--- config.mk ---
export PLATFORM = sky130hd
export DESIGN_NAME = regfile_bypass
export DESIGN_NICKNAME = d
export VERILOG_FILES = /design/src/rtl/mips_lite_pkg.sv /design/src/rtl/reg_scoreboard.sv /design/src/rtl/regfile_bypass.sv
export SDC_FILE = /design/constraint.sdc
export NUM_CORES = 1
export LEC_CHECK = 0
export CORE_MARGIN = 2
export CORE_UTILIZATION = 45
export DETAILED_ROUTE_END_ITERATION = 6
export HOLD_SLACK_MARGIN = 0.1
export PLACE_DENSITY = 0.73
export SYNTH_ARGS = -nofsm -noshare
export SYNTH_HDL_FRONTEND = slang
export SYNTH_SLANG_ARGS = --single-unit
--- constraint.sdc ---
create_clock -name clk -period 3.4 [get_ports clk]
set_input_delay 0.68 -clock clk [delete_from_list [all_inputs] [get_ports clk]]
set_output_delay 0.68 -clock clk [all_outputs]
set_load 0.05 [all_outputs]
--- src/rtl/mips_lite_pkg.sv ---
// Shared constants for the mips-lite datapath: opcode encodings and default widths.
package mips_lite_pkg;

  localparam int unsigned DEF_DATA_W = 8;
  localparam int unsigned DEF_ADDR_W = 3;
  localparam logic [2:0]  OP_LDST    = 3'b111;

  // Load/save instructions write back to rs instead of rd.
  function automatic logic is_ldst(input logic [2:0] op);
    return op == OP_LDST;
  endfunction

endpackage

--- src/rtl/reg_scoreboard.sv ---
// Pending-write bitmap: issue sets a bit, write-back clears it, and the
// read addresses are flagged when they hit a register still in flight.
module reg_scoreboard
  import mips_lite_pkg::*;
#(
  parameter int unsigned ADDR_W   = DEF_ADDR_W,
  parameter int unsigned ZERO_REG = 0
) (
  input  logic                   clk,
  input  logic                   rst,
  input  logic                   iss_valid,
  input  logic [ADDR_W-1:0]      iss_dst,
  input  logic                   clr_valid,
  input  logic [ADDR_W-1:0]      clr_dst,
  input  logic [ADDR_W-1:0]      rs_in,
  input  logic [ADDR_W-1:0]      rt_in,
  output logic [2**ADDR_W-1:0]   busy_vec,
  output logic                   hazard
);

  localparam int unsigned NUM_REGS = 2**ADDR_W;

  logic [NUM_REGS-1:0] busy_next;
  logic                clr_hit_rs;
  logic                clr_hit_rt;

  // Issue is applied after clear so a new writer stays pending.
  always_comb begin
    busy_next = busy_vec;
    if (clr_valid) busy_next[clr_dst] = 1'b0;
    if (iss_valid) busy_next[iss_dst] = 1'b1;
    if (ZERO_REG != 0) busy_next[0] = 1'b0;
  end

  always_ff @(posedge clk or posedge rst) begin
    if (rst) busy_vec <= '0;
    else     busy_vec <= busy_next;
  end

  // A register retiring this cycle is covered by the write-first bypass.
  always_comb begin
    clr_hit_rs = clr_valid && (clr_dst == rs_in);
    clr_hit_rt = clr_valid && (clr_dst == rt_in);
    hazard     = (busy_vec[rs_in] && !clr_hit_rs) ||
                 (busy_vec[rt_in] && !clr_hit_rt);
  end

endmodule

--- src/rtl/regfile_bypass.sv ---
// Flop-based register file with write-first bypass on two read ports plus a
// save port, and a scoreboard tracking registers with pending writes.
module regfile_bypass
  import mips_lite_pkg::*;
#(
  parameter int unsigned DATA_W   = DEF_DATA_W,
  parameter int unsigned ADDR_W   = DEF_ADDR_W,
  parameter int unsigned ZERO_REG = 0
) (
  input  logic                 clk,
  input  logic                 rst,
  input  logic [2:0]           ALU_op,
  input  logic [ADDR_W-1:0]    rs_in,
  input  logic [ADDR_W-1:0]    rt_in,
  input  logic [ADDR_W-1:0]    rd_in,
  input  logic [DATA_W-1:0]    from_reg_src,
  input  logic                 reg_write,
  input  logic                 iss_valid,
  input  logic [ADDR_W-1:0]    iss_dst,
  output logic [DATA_W-1:0]    rs_out,
  output logic [DATA_W-1:0]    rt_out,
  output logic [DATA_W-1:0]    save_out,
  output logic                 hazard,
  output logic [2**ADDR_W-1:0] busy_vec
);

  localparam int unsigned NUM_REGS = 2**ADDR_W;

  logic [DATA_W-1:0] regs [NUM_REGS];
  logic [ADDR_W-1:0] wr_dst;
  logic              wr_en;
  logic              iss_en;
  logic [DATA_W-1:0] rs_data;
  logic [DATA_W-1:0] rt_data;

  // Hardwired-zero register swallows writes and issues, so it never changes.
  always_comb begin
    wr_dst  = is_ldst(ALU_op) ? rs_in : rd_in;
    wr_en   = reg_write && !((ZERO_REG != 0) && (wr_dst == '0));
    iss_en  = iss_valid && !((ZERO_REG != 0) && (iss_dst == '0));
    rs_data = (wr_en && (wr_dst == rs_in)) ? from_reg_src : regs[rs_in];
    rt_data = (wr_en && (wr_dst == rt_in)) ? from_reg_src : regs[rt_in];
  end

  always_ff @(posedge clk or posedge rst) begin
    if (rst) begin
      for (int unsigned i = 0; i < NUM_REGS; i++) regs[i] <= '0;
      rs_out   <= '0;
      rt_out   <= '0;
      save_out <= '0;
    end else begin
      if (wr_en) regs[wr_dst] <= from_reg_src;
      rs_out   <= rs_data;
      rt_out   <= rt_data;
      save_out <= rs_data;
    end
  end

  reg_scoreboard #(
    .ADDR_W   (ADDR_W),
    .ZERO_REG (ZERO_REG)
  ) u_scoreboard (
    .clk       (clk),
    .rst       (rst),
    .iss_valid (iss_en),
    .iss_dst   (iss_dst),
    .clr_valid (wr_en),
    .clr_dst   (wr_dst),
    .rs_in     (rs_in),
    .rt_in     (rt_in),
    .busy_vec  (busy_vec),
    .hazard    (hazard)
  );

endmodule

Word level (Yosys, flattened, before mapping)
Index checks and enable logic that the tools add are counted.

Flip-flop bits (word level): 88. Latch bits: 0. Bits in writable memories: 0. Bits in read-only memories: 0. Input port bits: 27. Output and inout bits: 33. Logic and storage cells: 62. Memories: 0.

Add/sub/neg operators: 0. $mul: 0. Div/mod/pow operators: 0. $lt $le $gt $ge: 10. Equal/unequal tests: 3. Shift operators: 0. Muxes and demuxes: 22. Bitwise operators: 6. Reduce and logical (&&, ||, !) cells: 10.

Operators with widths (number): $mux 8 (9); $bwmux 64 (1); $bmux 8 s3 (2); $demux 8 s3 (1); $lt 3x4->1 const B (4); $ge 4x4->1 const B (3); $not 3->4 (3); $and 8x8->8 (1); $not 8->8 (1); $or 8x8->8 (1); $logic_and 1x1->1 (7); $bmux 1 s3 (2); $demux 1 s3 (2); $eq 3x3->1 (2); $ge 3x1->1 const B (2); $lt 4x1->1 const B (1); $mux 1 (4); $eq 3x3->1 const B (1); $mux 3 (1); $logic_not 1->1 (2); $logic_or 1x1->1 (1).

Depth between registers and ports, before layout
Depth in word-level cells: 11. Depth in mapped cells: 6. Gate-level depth less buffers: 4.

Modules after synthesis
Synthesis repeated with hierarchy kept, for this count alone.

Cells, all modules: 346. Area total of the unflattened synthesis: 5007.3 µm².

By module, submodules not included: regfile_bypass (instances 1, cells an instance 294, area an instance 4453.0 µm², sequential area each 2001.9 µm²); reg_scoreboard (instances 1, cells an instance 52, area an instance 554.3 µm², sequential area each 200.2 µm²).

Least setup slack after synthesis
Ideal clock, no wire load.

Kind: input to output. Start: input rs_in[0]. End: output hazard. Arrival time: 2.076 ns. Data required time: 2.720 ns. Slack: 0.644 ns. Stages on the path: 5. Path buffers: 2. Cell sequence: buf_6 -> buf_6 -> mux4_1 -> mux2_2 -> a22o_1.

Word-level cells in the longest chain between the ends: 6. Elaborated cells on any way between the ends: 12. Those cells by class: eq/ne: 2; mux: 3; reduce/logical: 7.

Ends and longest elaborated chain: start: declaration (RTL line regfile_bypass.sv:13) `input logic [ADDR_W-1:0] rs_in,`; $mux 3 (RTL line regfile_bypass.sv:38) `wr_dst = is_ldst(ALU_op) ? rs_in : rd_in;`; $eq 3x3->1, on equally long branches (RTL line reg_scoreboard.sv:42, reg_scoreboard.sv:43); $logic_and 1x1->1, on equally long branches (RTL line reg_scoreboard.sv:42, reg_scoreboard.sv:43); $logic_not 1->1, on equally long branches (RTL line reg_scoreboard.sv:44, reg_scoreboard.sv:45); $logic_and 1x1->1, on equally long branches (RTL line reg_scoreboard.sv:44, reg_scoreboard.sv:45); $logic_or 1x1->1 (*) (RTL line reg_scoreboard.sv:44) `hazard = (busy_vec[rs_in] && !clr_hit_rs) ||`; end: declaration (RTL line regfile_bypass.sv:23) `output logic hazard,`.

Every way passes the cells marked *; elsewhere a longest branch is shown, timed or not. The select of a mux whose other input is x is not followed.

Final worst setup path
Same ends and word-level chain as after synthesis.

==> impl_metrics.json <==
{
  "status": "completed",
  "netlist-cell-type-count": 35,
  "drtIter0Drc": 158,
  "cp_max_fo": 3,
  "final_common_cell": "mux2_2",
  "pin_count": 60,
  "fin_nets": 404,
  "tightest_slew_ns": 0.7231,
  "syn_inst": 320,
  "drt_first_pass_iters": 4,
  "cts.reportedPaths.clkPinSlew_ns": 0.08,
  "syn2layout_area_growth_pct": 19.47,
  "crit_family": "multiplexers",
  "cp_num_buf_inv": 2,
  "power_mw": 3.718,
  "vias": 3075,
  "max_slew_margin_pct": 51.79,
  "wire_per_inst_um": 20.91,
  "fin_cells": 518,
  "synth_top_area_cell": "dfrtp_1",
  "fin_ws_ns": 0.2370,
  "netlist_area_um2": 4851,
  "switchingPower_mw": 1.279,
  "drive_above_1_share_pct": 44.24,
  "drcViolationCount": 0,
  "track_usage_pct": 19.87,
  "antenna_found_initial": 0,
  "final.setup_skew_ns": 0.009681,
  "finalWirelength_mm": 10.83,
  "holdWs_ns": 0.5250,
  "synth.avg_cell_area_um2": 15.16,
  "cts_buffers": 9,
  "grt_pass1_vias": 3186,
  "grt_max_degree": 57,
  "grt_pass1_wl_mm": 17.37,
  "drv_cap": 0,
  "ctsHoldBuffers": 0,
  "die_w_um": 107.8,
  "leakage_nw": 2.374,
  "cts_tree": "yes",
  "final_cell_mix": "94 x mux2_2, 88 x dfrtp_1, 58 x clkdlybuf4s50_1",
  "cp.required_ns": 2.72,
  "startpoint_type": "input port",
  "start_util_pct": 46.57,
  "dp_worst_setup_slack_ns": 0.2307,
  "cts_root_buf": "clkbuf_8",
  "cp_slowest_cell": "clkdlybuf4s50_1",
  "cts.sinks": 88,
  "cts_setup_buffers": 0,
  "p_clk_share_pct": 20.8,
  "vdd_drop_max_v": 0.0002641,
  "netlist.area_leader.share_pct": 45.40,
  "rsz0062_at_grt": "false",
  "clock_latency_ns": 0.35,
  "p_seq_share_pct": 40.8,
  "gp_congestion": 0.8340,
  "tns_ns": 0,
  "die_h_um": 107.8,
  "power-per-cell-area_nw_per_um2": 641.5,
  "core_um2": 10420,
  "synth-seq-cells": 88,
  "cts_resized": 0,
  "ant_nets": 0,
  "hpwl_mm": 7.239,
  "synth_nets": 347,
  "fin_crit_sh_pct": 93.03,
  "antenna_cells": 0,
  "overflow": 0,
  "yosysWarningCount": 0,
  "dp.cells": 502,
  "vias_per_cell": 5.936,
  "cts_buffer_depth": 2,
  "criticalPathCategory": "input port to output pin",
  "yosysSeqAreaShare_pct": 45.40,
  "crit_chain": "clkdlybuf4s50_1 -> mux4_1 -> mux2_2 -> a22o_1 -> buf_12",
  "power_frac_comb_pct": 38.5,
  "num_rows": 37,
  "critPathCaptureType": "output pin",
  "hold_class": "flop to flop",
  "synthTopCellsByArea": "dfrtp_1 45%, mux2_2 22%, mux4_2 11%",
  "period_needed_ns": 3.163,
  "arrival_ns": 2.48,
  "max_stage_delay_ns": 0.59,
  "max_freq_mhz": 316.2,
  "hold_viol": 0,
  "finalMaxSlewViolations": 0,
  "swShare_pct": 34.40,
  "intPower_mw": 2.439,
  "io_buffers": 59,
  "setup_viol_count_final": 0,
  "dieArea_um2": 11630,
  "htreeDepth": 3
}
## sequential cells by signal, indices dropped and copies added (netlist names)
| signal | count |
|---|---|
| regs | 64 |
| rt_out | 8 |
| u_scoreboard.busy_vec | 8 |
| save_out | 8 |
## synthesized netlist by cell type, drive strengths merged
master	instances
a21o	1
a21oi	3
a22o	1
and3	1
and4b	1
buf	33
clkbuf	1
dfrtp	88
inv	5
mux2	98
mux4	36
nand2	4
nand2b	3
nand3	4
nand3b	4
nand4	1
nor2	1
nor3	3
nor3b	1
nor4	3
nor4b	2
o211ai	1
o21ai	6
o22ai	1
o2bb2ai	5
o32ai	2
or3	2
xor2	9
## cell type report
cell class	count	area, um2
Clock buffer	12	165.2
Clock inverter	4	51.30
Fill cell	871	4621
Inverter	5	20.02
Multi-Input combinational cell	193	2416
Sequential cell	88	2202
Tap cell	136	170.2
Timing Repair Buffer	80	770.7
## power by group through the flow
stage | clock (mW) | sequential, mW | combinational (mW)
floorplan | 0 | 1.77 | 0.801
global placement | 0 | 1.51 | 1.42
detailed placement | 0 | 1.53 | 1.44
CTS | 0.788 | 1.51 | 1.44
global route | 0.828 | 1.56 | 1.50
finish | 0.773 | 1.52 | 1.43
## layer usage
layer  vias up  routed length [um]  track usage, %
li1       1334                   -               -
met1      1617                5023           29.04
met2       108                5073           30.28
met3        16                 502           2.421
met4         0                 233           7.967
met5         -                   0               0
## through the flow
| stage | utilization, % | instance area (um2) |
|---|---|---|
| floorplan | - | 4851 |
| global placement | 53.56 | 5579 |
| detailed placement | 53.56 | 5579 |
| CTS | 55.64 | 5796 |
| global route | 55.64 | 5796 |
| finish | 55.64 | 5796 |
## path summary, 6_finish.rpt
check | to | depth (start not counted) | from | slack, ns
max in group asynchronous | regs[13] | 3 | rst | 2.01
setup / recovery | hazard | 5 | rs_in[0] | 0.24
setup reg to reg | save_out[7] | 3 | regs[55] | 1.85
hold / removal | regs[19] | 1 | regs[19] | 0.53
min in group asynchronous | save_out[7] | 2 | rst | 0.69
hold reg to reg | regs[19] | 1 | regs[19] | 0.53
## cell families (layout without fill, tap and decap cells)
| logic type | after synthesis | in the layout | synth area share [%] |
|---|---|---|---|
| AND/OR/NAND/NOR | 30 | 30 | 3.740 |
| buffers and inverters | 39 | 101 | 4.797 |
| AO/OA/AOI/OAI | 20 | 20 | 3.663 |
| multiplexers | 134 | 134 | 40.78 |
| flip-flops | 88 | 88 | 45.40 |
| XOR/XNOR | 9 | 9 | 1.625 |
Power figures use the tool's default switching activity.
